==> src/rtl/servo_pkg.sv <==
// Shared widths, default timing and FSM encoding for the four-channel servo PWM driver.
package servo_pkg;

  localparam int POS_W  = 8;
  localparam int CNT_W  = 32;
  localparam int NUM_CH = 4;

  localparam int DEF_PERIOD_CYCLES    = 2_000_000;
  localparam int DEF_MIN_PULSE_CYCLES = 100_000;
  localparam int DEF_CYCLES_PER_DEG   = 555;
  localparam int DEF_MAX_ANGLE        = 180;

  typedef enum logic [1:0] {
    IDLE  = 2'd0,
    RUN   = 2'd1,
    DRAIN = 2'd2
  } state_e;

endpackage

==> src/rtl/servo_width_calc.sv <==
// Angle-to-pulse-width conversion for one channel: clamp to the legal range, then scale and offset.
module servo_width_calc
  import servo_pkg::*;
#(
  parameter int MIN_PULSE_CYCLES = DEF_MIN_PULSE_CYCLES,
  parameter int CYCLES_PER_DEG   = DEF_CYCLES_PER_DEG,
  parameter int MAX_ANGLE        = DEF_MAX_ANGLE
) (
  input  logic [POS_W-1:0] pos,
  output logic [CNT_W-1:0] width,
  output logic             clamp
);

  localparam logic [POS_W-1:0] MAX_POS = POS_W'(MAX_ANGLE);
  localparam logic [CNT_W-1:0] MIN_W   = CNT_W'(MIN_PULSE_CYCLES);
  localparam logic [CNT_W-1:0] STEP_W  = CNT_W'(CYCLES_PER_DEG);

  logic [POS_W-1:0] angle_s;

  // Clamp the commanded angle and compute the pulse width in cycles
  always_comb begin
    clamp   = 1'b0;
    angle_s = pos;
    if (pos > MAX_POS) begin
      clamp   = 1'b1;
      angle_s = MAX_POS;
    end else begin
      clamp   = 1'b0;
      angle_s = pos;
    end
    width = MIN_W + (CNT_W'(angle_s) * STEP_W);
  end

endmodule

==> src/rtl/servo_pwm_driver.sv <==
// Four-channel hobby-servo PWM driver: one pulse per frame per pin, widths latched once per frame
// so sequencer updates never distort a pulse in flight.
module servo_pwm_driver
  import servo_pkg::*;
#(
  parameter int PERIOD_CYCLES    = DEF_PERIOD_CYCLES,
  parameter int MIN_PULSE_CYCLES = DEF_MIN_PULSE_CYCLES,
  parameter int CYCLES_PER_DEG   = DEF_CYCLES_PER_DEG,
  parameter int MAX_ANGLE        = DEF_MAX_ANGLE
) (
  input  logic              clk,
  input  logic              rst_n,
  input  logic              enable,
  input  logic [POS_W-1:0]  motorposition1,
  input  logic [POS_W-1:0]  motorposition2,
  input  logic [POS_W-1:0]  motorposition3,
  input  logic [POS_W-1:0]  motorposition4,
  output logic [NUM_CH-1:0] pwm_out,
  output logic              frame_tick,
  output logic              busy,
  output logic [NUM_CH-1:0] clamp_err
);

  localparam logic [CNT_W-1:0] LAST_CNT = CNT_W'(PERIOD_CYCLES - 1);
  localparam logic [CNT_W-1:0] MIN_W    = CNT_W'(MIN_PULSE_CYCLES);

  state_e            state_r, state_nxt_s;
  logic [CNT_W-1:0]  cnt_r, cnt_nxt_s;
  logic [CNT_W-1:0]  shadow_r [NUM_CH];
  logic [CNT_W-1:0]  width_s  [NUM_CH];
  logic [POS_W-1:0]  pos_s    [NUM_CH];
  logic [NUM_CH-1:0] clamp_s;
  logic              frame_end_s;
  logic              load_s;
  logic [NUM_CH-1:0] pwm_nxt_s;
  logic              tick_nxt_s;
  logic              busy_nxt_s;

  assign pos_s[0] = motorposition1;
  assign pos_s[1] = motorposition2;
  assign pos_s[2] = motorposition3;
  assign pos_s[3] = motorposition4;

  for (genvar g = 0; g < NUM_CH; g++) begin : g_calc
    servo_width_calc #(
      .MIN_PULSE_CYCLES(MIN_PULSE_CYCLES),
      .CYCLES_PER_DEG  (CYCLES_PER_DEG),
      .MAX_ANGLE       (MAX_ANGLE)
    ) u_calc (
      .pos  (pos_s[g]),
      .width(width_s[g]),
      .clamp(clamp_s[g])
    );
  end

  // Shadows load when a new frame begins: leaving IDLE, or wrapping while staying active
  assign frame_end_s = (state_r != IDLE) && (cnt_r == LAST_CNT);
  assign load_s      = (state_nxt_s != IDLE) && ((state_r == IDLE) || frame_end_s);

  // FSM state register
  always_ff @(posedge clk or negedge rst_n) begin
    if (!rst_n) begin
      state_r <= IDLE;
    end else begin
      state_r <= state_nxt_s;
    end
  end

  // FSM next-state logic
  always_comb begin
    state_nxt_s = state_r;
    case (state_r)
      IDLE: begin
        if (enable) state_nxt_s = RUN;
        else        state_nxt_s = IDLE;
      end
      RUN, DRAIN: begin
        if (enable)           state_nxt_s = RUN;
        else if (frame_end_s) state_nxt_s = IDLE;
        else                  state_nxt_s = DRAIN;
      end
      default: state_nxt_s = IDLE;
    endcase
  end

  // Frame counter next value: held at zero when idle, wraps at the frame boundary
  always_comb begin
    cnt_nxt_s = {CNT_W{1'b0}};
    if ((state_r == IDLE) || (state_nxt_s == IDLE) || frame_end_s) begin
      cnt_nxt_s = {CNT_W{1'b0}};
    end else begin
      cnt_nxt_s = cnt_r + CNT_W'(1);
    end
  end

  // FSM output logic: next values of the registered pins
  always_comb begin
    pwm_nxt_s  = {NUM_CH{1'b0}};
    tick_nxt_s = 1'b0;
    busy_nxt_s = (state_nxt_s != IDLE);
    if (state_r != IDLE) begin
      tick_nxt_s = (cnt_r == {CNT_W{1'b0}});
      for (int i = 0; i < NUM_CH; i++) begin
        pwm_nxt_s[i] = (cnt_r < shadow_r[i]);
      end
    end else begin
      tick_nxt_s = 1'b0;
      pwm_nxt_s  = {NUM_CH{1'b0}};
    end
  end

  // Frame counter register
  always_ff @(posedge clk or negedge rst_n) begin
    if (!rst_n) begin
      cnt_r <= {CNT_W{1'b0}};
    end else begin
      cnt_r <= cnt_nxt_s;
    end
  end

  // Per-frame width shadows and sticky clamp flags
  always_ff @(posedge clk or negedge rst_n) begin
    if (!rst_n) begin
      for (int i = 0; i < NUM_CH; i++) begin
        shadow_r[i] <= MIN_W;
      end
      clamp_err <= {NUM_CH{1'b0}};
    end else if (load_s) begin
      for (int i = 0; i < NUM_CH; i++) begin
        shadow_r[i] <= width_s[i];
      end
      clamp_err <= clamp_err | clamp_s;
    end
  end

  // Registered output pins
  always_ff @(posedge clk or negedge rst_n) begin
    if (!rst_n) begin
      pwm_out    <= {NUM_CH{1'b0}};
      frame_tick <= 1'b0;
      busy       <= 1'b0;
    end else begin
      pwm_out    <= pwm_nxt_s;
      frame_tick <= tick_nxt_s;
      busy       <= busy_nxt_s;
    end
  end

endmodule

==> config.mk <==
export PLATFORM = sky130hd
export DESIGN_NAME = servo_pwm_driver
export DESIGN_NICKNAME = d
export VERILOG_FILES = /design/src/rtl/servo_pkg.sv /design/src/rtl/servo_width_calc.sv /design/src/rtl/servo_pwm_driver.sv
export SDC_FILE = /design/constraint.sdc
export NUM_CORES = 1
export LEC_CHECK = 0
export CAP_MARGIN = 20
export CORE_UTILIZATION = 45
export CTS_CLUSTER_SIZE = 24
export DETAILED_ROUTE_END_ITERATION = 8
export GPL_TIMING_DRIVEN = 1
export PLACE_DENSITY = 0.71
export REMOVE_ABC_BUFFERS = 1
export SLEW_MARGIN = 25
export SYNTH_ARGS = -nofsm -noshare
export SYNTH_HDL_FRONTEND = slang
export SYNTH_SLANG_ARGS = --single-unit
==> constraint.sdc <==
create_clock -name clk -period 2.2 [get_ports clk]
set_input_delay 0.33 -clock clk [delete_from_list [all_inputs] [get_ports clk]]
set_output_delay 0.33 -clock clk [all_outputs]
set_load 0.05 [all_outputs]
==> flow_summary.toml <==
[timing]
slew_violations = 0
final-setup-viol-count = 55
tightestPinTransition_ns = 0.5308
fin_ws_ns = -1.767
slew_headroom_pct = 64.61
skew_ns = 0.01172
max_freq_ghz = 0.2521
hold_ws_ns = 0.4239
fin_crit_ns = 3.967
fin_crit_sh_pct = 180.3
grt_setup_unrepaired = "true"
hold_viol = 0

[outcome]
status = "finished, violations left"
violations = "setup timing"

[floorplanning]
core_mm2 = 0.02606
io_pins = 45
dieArea_mm2 = 0.02720
die_x_um = 164.9
rows = 59
die_h_um = 164.9
start_util_pct = 45.83

[detailed_routing]
drcViolationCount = 0
vias = 10520
viasPerCell = 5.401
drtPass1Iterations = 7
wl_per_cell_um = 16.88
ant_nets = 0
first_iter_violations = 651
wl_um = 32880

[placed_design]
portBuffers = 44
dpl_worst_slack_ns = -2.790
gp_congestion = 0.8936
hpwl_um = 21520
dp_cells = 1878

[critical_path]
reg2reg_depth = 7
crit_chain = "buf_6, o21ai_4, a21oi_2, o21ai_2, buf_6, nand2b_4, ha_2, inv_1, fa_1, fa_2, fa_1, inv_2, ha_4, a211oi_4, o21bai_2, buf_6, o31ai_4, o31ai_2, xnor2_1, o21ai_1"
cp_data_required_time_ns = 2.55
startpoint = "motorposition4[1]"
crit_path_top_delay_cell = "fa_2"
crit_path_frequent_cell = "buf_6"
endpoint = "shadow_r[16]"
cpLargestDelayFamily = "adder cells"
max_stage_delay_ns = 0.56
cp_max_fo = 7
critical_path_depth = 20
worst_setup_path_start_kind = "input port"
regToRegEndpoint = "pwm_out[3]"
path_class = "input port to flop"
r2r_start = "cnt_r[8]"
worst-r2r-setup-slack_ns = -0.01
cp_num_buf_inv = 5
arrival_ns = 4.32
end_kind = "flop"

[power]
internal-power_w = 0.01030
switching_share_pct = 42.88
ir_drop_mv = 0.8175
seq_power_share_pct = 19.2
pwr-share-clk_pct = 15.7
p_sw_w = 0.007730
p_leak_nw = 8.382
combPwrFrac_pct = 65.1
power_density_mw_per_mm2 = 1082

[clock_network]
cts_buffer_depth = 2
clkLatencyLatePin_ns = 0.43
cts_tree = "done"
cts.sinks = 120
cts.clk_slew.worst_paths_ns = 0.06
cts_buffers = 17
cts_max_level = 4
clock-root-buffer = "clkbuf_16"

[synth]
yosysWarningCount = 0
postSynthCellCount = 1324
async_reset_ff_share_pct = 100.0
synth_edf_count = 0
netlist_area_mm2 = 0.01194
synth-seq-cells = 120
synthFlopType = "dfrtp_1"
ys_seq_area_share_pct = 25.40
synth_area_per_cell_um2 = 9.020
yosysUniqueCellTypes = 60

[finish]
diodes = 0
area_growth_pct = 39.56
drive_gt1_share_pct = 34.84
seq_area_mm2 = 0.003035
stdcell_count = 1948
fillCellCount = 1887
fin_nets = 1928
multi_input_area_mm2 = 0.009330

[grt]
grt_pass1_vias = 10800
gr-total-overflow = 0
grtUsageTotal_pct = 23.92
grt_max_degree = 51
grt_pass1_wl_um = 51280
grt_antenna_before_repair = 0

[run]
cap_violations = 0

[min_path]
hp-class = "input port to asynchronous set/reset pin"
-- metal layers --
metal	wire (um)	part of all wire, %	global-route usage (%)
met2	17140	52	43.14
met1	13500	41	28.64
met5	0	0	0
met3	1241	3.8	3.466
met4	995	3.0	8.799
-- cells in the final DEF, fill, tap and decap left out, types with 8 or more instances in the layout --
cell type        synthesis  routed
o21ai_2                  0      13
ha_2                     0       8
ha_1                   241     180
nand2_2                  1      10
nand2_4                  0       8
a21oi_1                 59      36
nand2b_4                 0      11
clkdlybuf4s50_1          0      11
and3_1                  10       9
o21ai_0                 95      49
o21a_1                   9       9
buf_12                   0       8
nor2_1                  71      68
inv_1                  210     172
ha_4                     0      53
buf_2                    9       9
a21o_1                  41      41
nand2_1                109      92
clkbuf_16                0      17
dfrtp_1                 96      94
nand3_1                 22      22
o21ai_1                  1      30
nand4_1                 27      27
xor2_1                  43      42
a21oi_2                  0      22
or3_1                    9       9
dlygate4sd2_1            0       8
nand2b_1                26      15
o211ai_1                13      13
buf_4                    3     211
xnor2_1                 18      14
buf_6                    1      40
inv_2                    0      32
fa_1                    52      38
fa_2                     0      14
dfstp_2                 24      24
-- synthesized netlist by cell type (4+ instances only) --
cell,number,area share [%]
a211oi_1,11,0.69
a21boi_0,6,0.38
a21o_1,41,2.6
a21oi_1,59,2.5
a31o_2,4,0.29
a31oi_1,5,0.26
and2_1,8,0.42
and3_1,10,0.52
and3b_1,4,0.29
and4_1,4,0.29
buf_2,9,0.38
clkbuf_1,23,0.72
dfrtp_1,96,20
dfstp_2,24,5.3
fa_1,52,8.7
ha_1,241,25
inv_1,210,6.6
nand2_1,109,3.4
nand2b_1,26,1.4
nand3_1,22,0.92
nand4_1,27,1.4
nor2_1,71,2.2
nor2b_1,5,0.26
nor3_1,8,0.34
nor4_1,8,0.42
o211ai_1,13,0.82
o21a_1,9,0.57
o21ai_0,95,4.0
o21bai_1,5,0.31
o31ai_1,9,0.57
o41a_1,4,0.38
or3_1,9,0.47
xnor2_1,18,1.3
xor2_1,43,3.2
-- registers in the layout, indices dropped and copies added (netlist names) --
signal      cells
frame_tick      1
clamp_err       4
shadow_r       76
pwm_out         4
busy            1
cnt_r          32
state_r         2
-- layout make-up --
type / count / area share (%)
sequential: 120 / 18.21
clock inverter: 14 / 0.9759
inverter: 210 / 4.834
timing repair buffer: 293 / 14.91
clock buffer: 18 / 2.575
tap: 335 / 2.515
multi-input combinational: 958 / 55.98
-- power groups by stage --
| stage | Sequential [W] | Combinational (W) | Clock [W] |
|---|---|---|---|
| CTS | 0.00345 | 0.0105 | 0.00285 |
| global route | 0.00353 | 0.0128 | 0.00295 |
| floorplan | 0.00363 | 0.00540 | 0 |
| finish | 0.00346 | 0.0117 | 0.00282 |
| detailed placement | 0.00348 | 0.00896 | 0 |
| global placement | 0.00345 | 0.00868 | 0 |
-- kinds of logic after synthesis --
family / after synthesis / share of synthesized area [%]
AND/OR/NAND/NOR: 326 / 13.62
adder cells (fa/ha/maj): 293 / 33.97
AO/OA/AOI/OAI: 275 / 14.30
buffers and inverters: 246 / 7.983
flip-flops: 120 / 25.40
XOR/XNOR: 61 / 4.474
multiplexers: 3 / 0.2619
-- through the flow --
step	cell area, um2	util, %	TNS (ns)	total power, W
final	16670	63.96	-70.57	0.01803
after global routing	16670	63.96	-78.38	0.01933
after CTS	16200	62.16	-65.76	0.01681
after detailed placement	14310	54.90	-129.16	0.01244
after global placement	14310	54.90	-123.88	0.01213
after floorplan	11780	-	-116.74	0.009030
-- worst min path at each step --
| stage | startpoint | to | slack, ns | depth (start not counted) |
|---|---|---|---|---|
| 5_1_grt | shadow_r[16] | shadow_r[16] | 0.48 | 2 |
| 4_1_cts | rst_n | shadow_r[49] | 0.43 | 2 |
| 3_3_place_gp | rst_n | shadow_r[49] | 0.33 | 1 |
| 6_report | rst_n | shadow_r[49] | 0.42 | 2 |
| 2_1_floorplan | rst_n | busy | 0.03 | 0 |
| 3_5_place_dp | rst_n | shadow_r[49] | 0.34 | 1 |
-- timing repair --
action                                 in CTS  in global routing
resized for setup                         380                 90
pin swaps                                 158                 88
hold buffers                                1                  0
setup endpoints to repair                  60                 64
endpoints found under the hold margin      25                  0
gates cloned                                0                  0
buffers inserted                           33                 18
No activity file was read; power rests on OpenSTA's default activity.
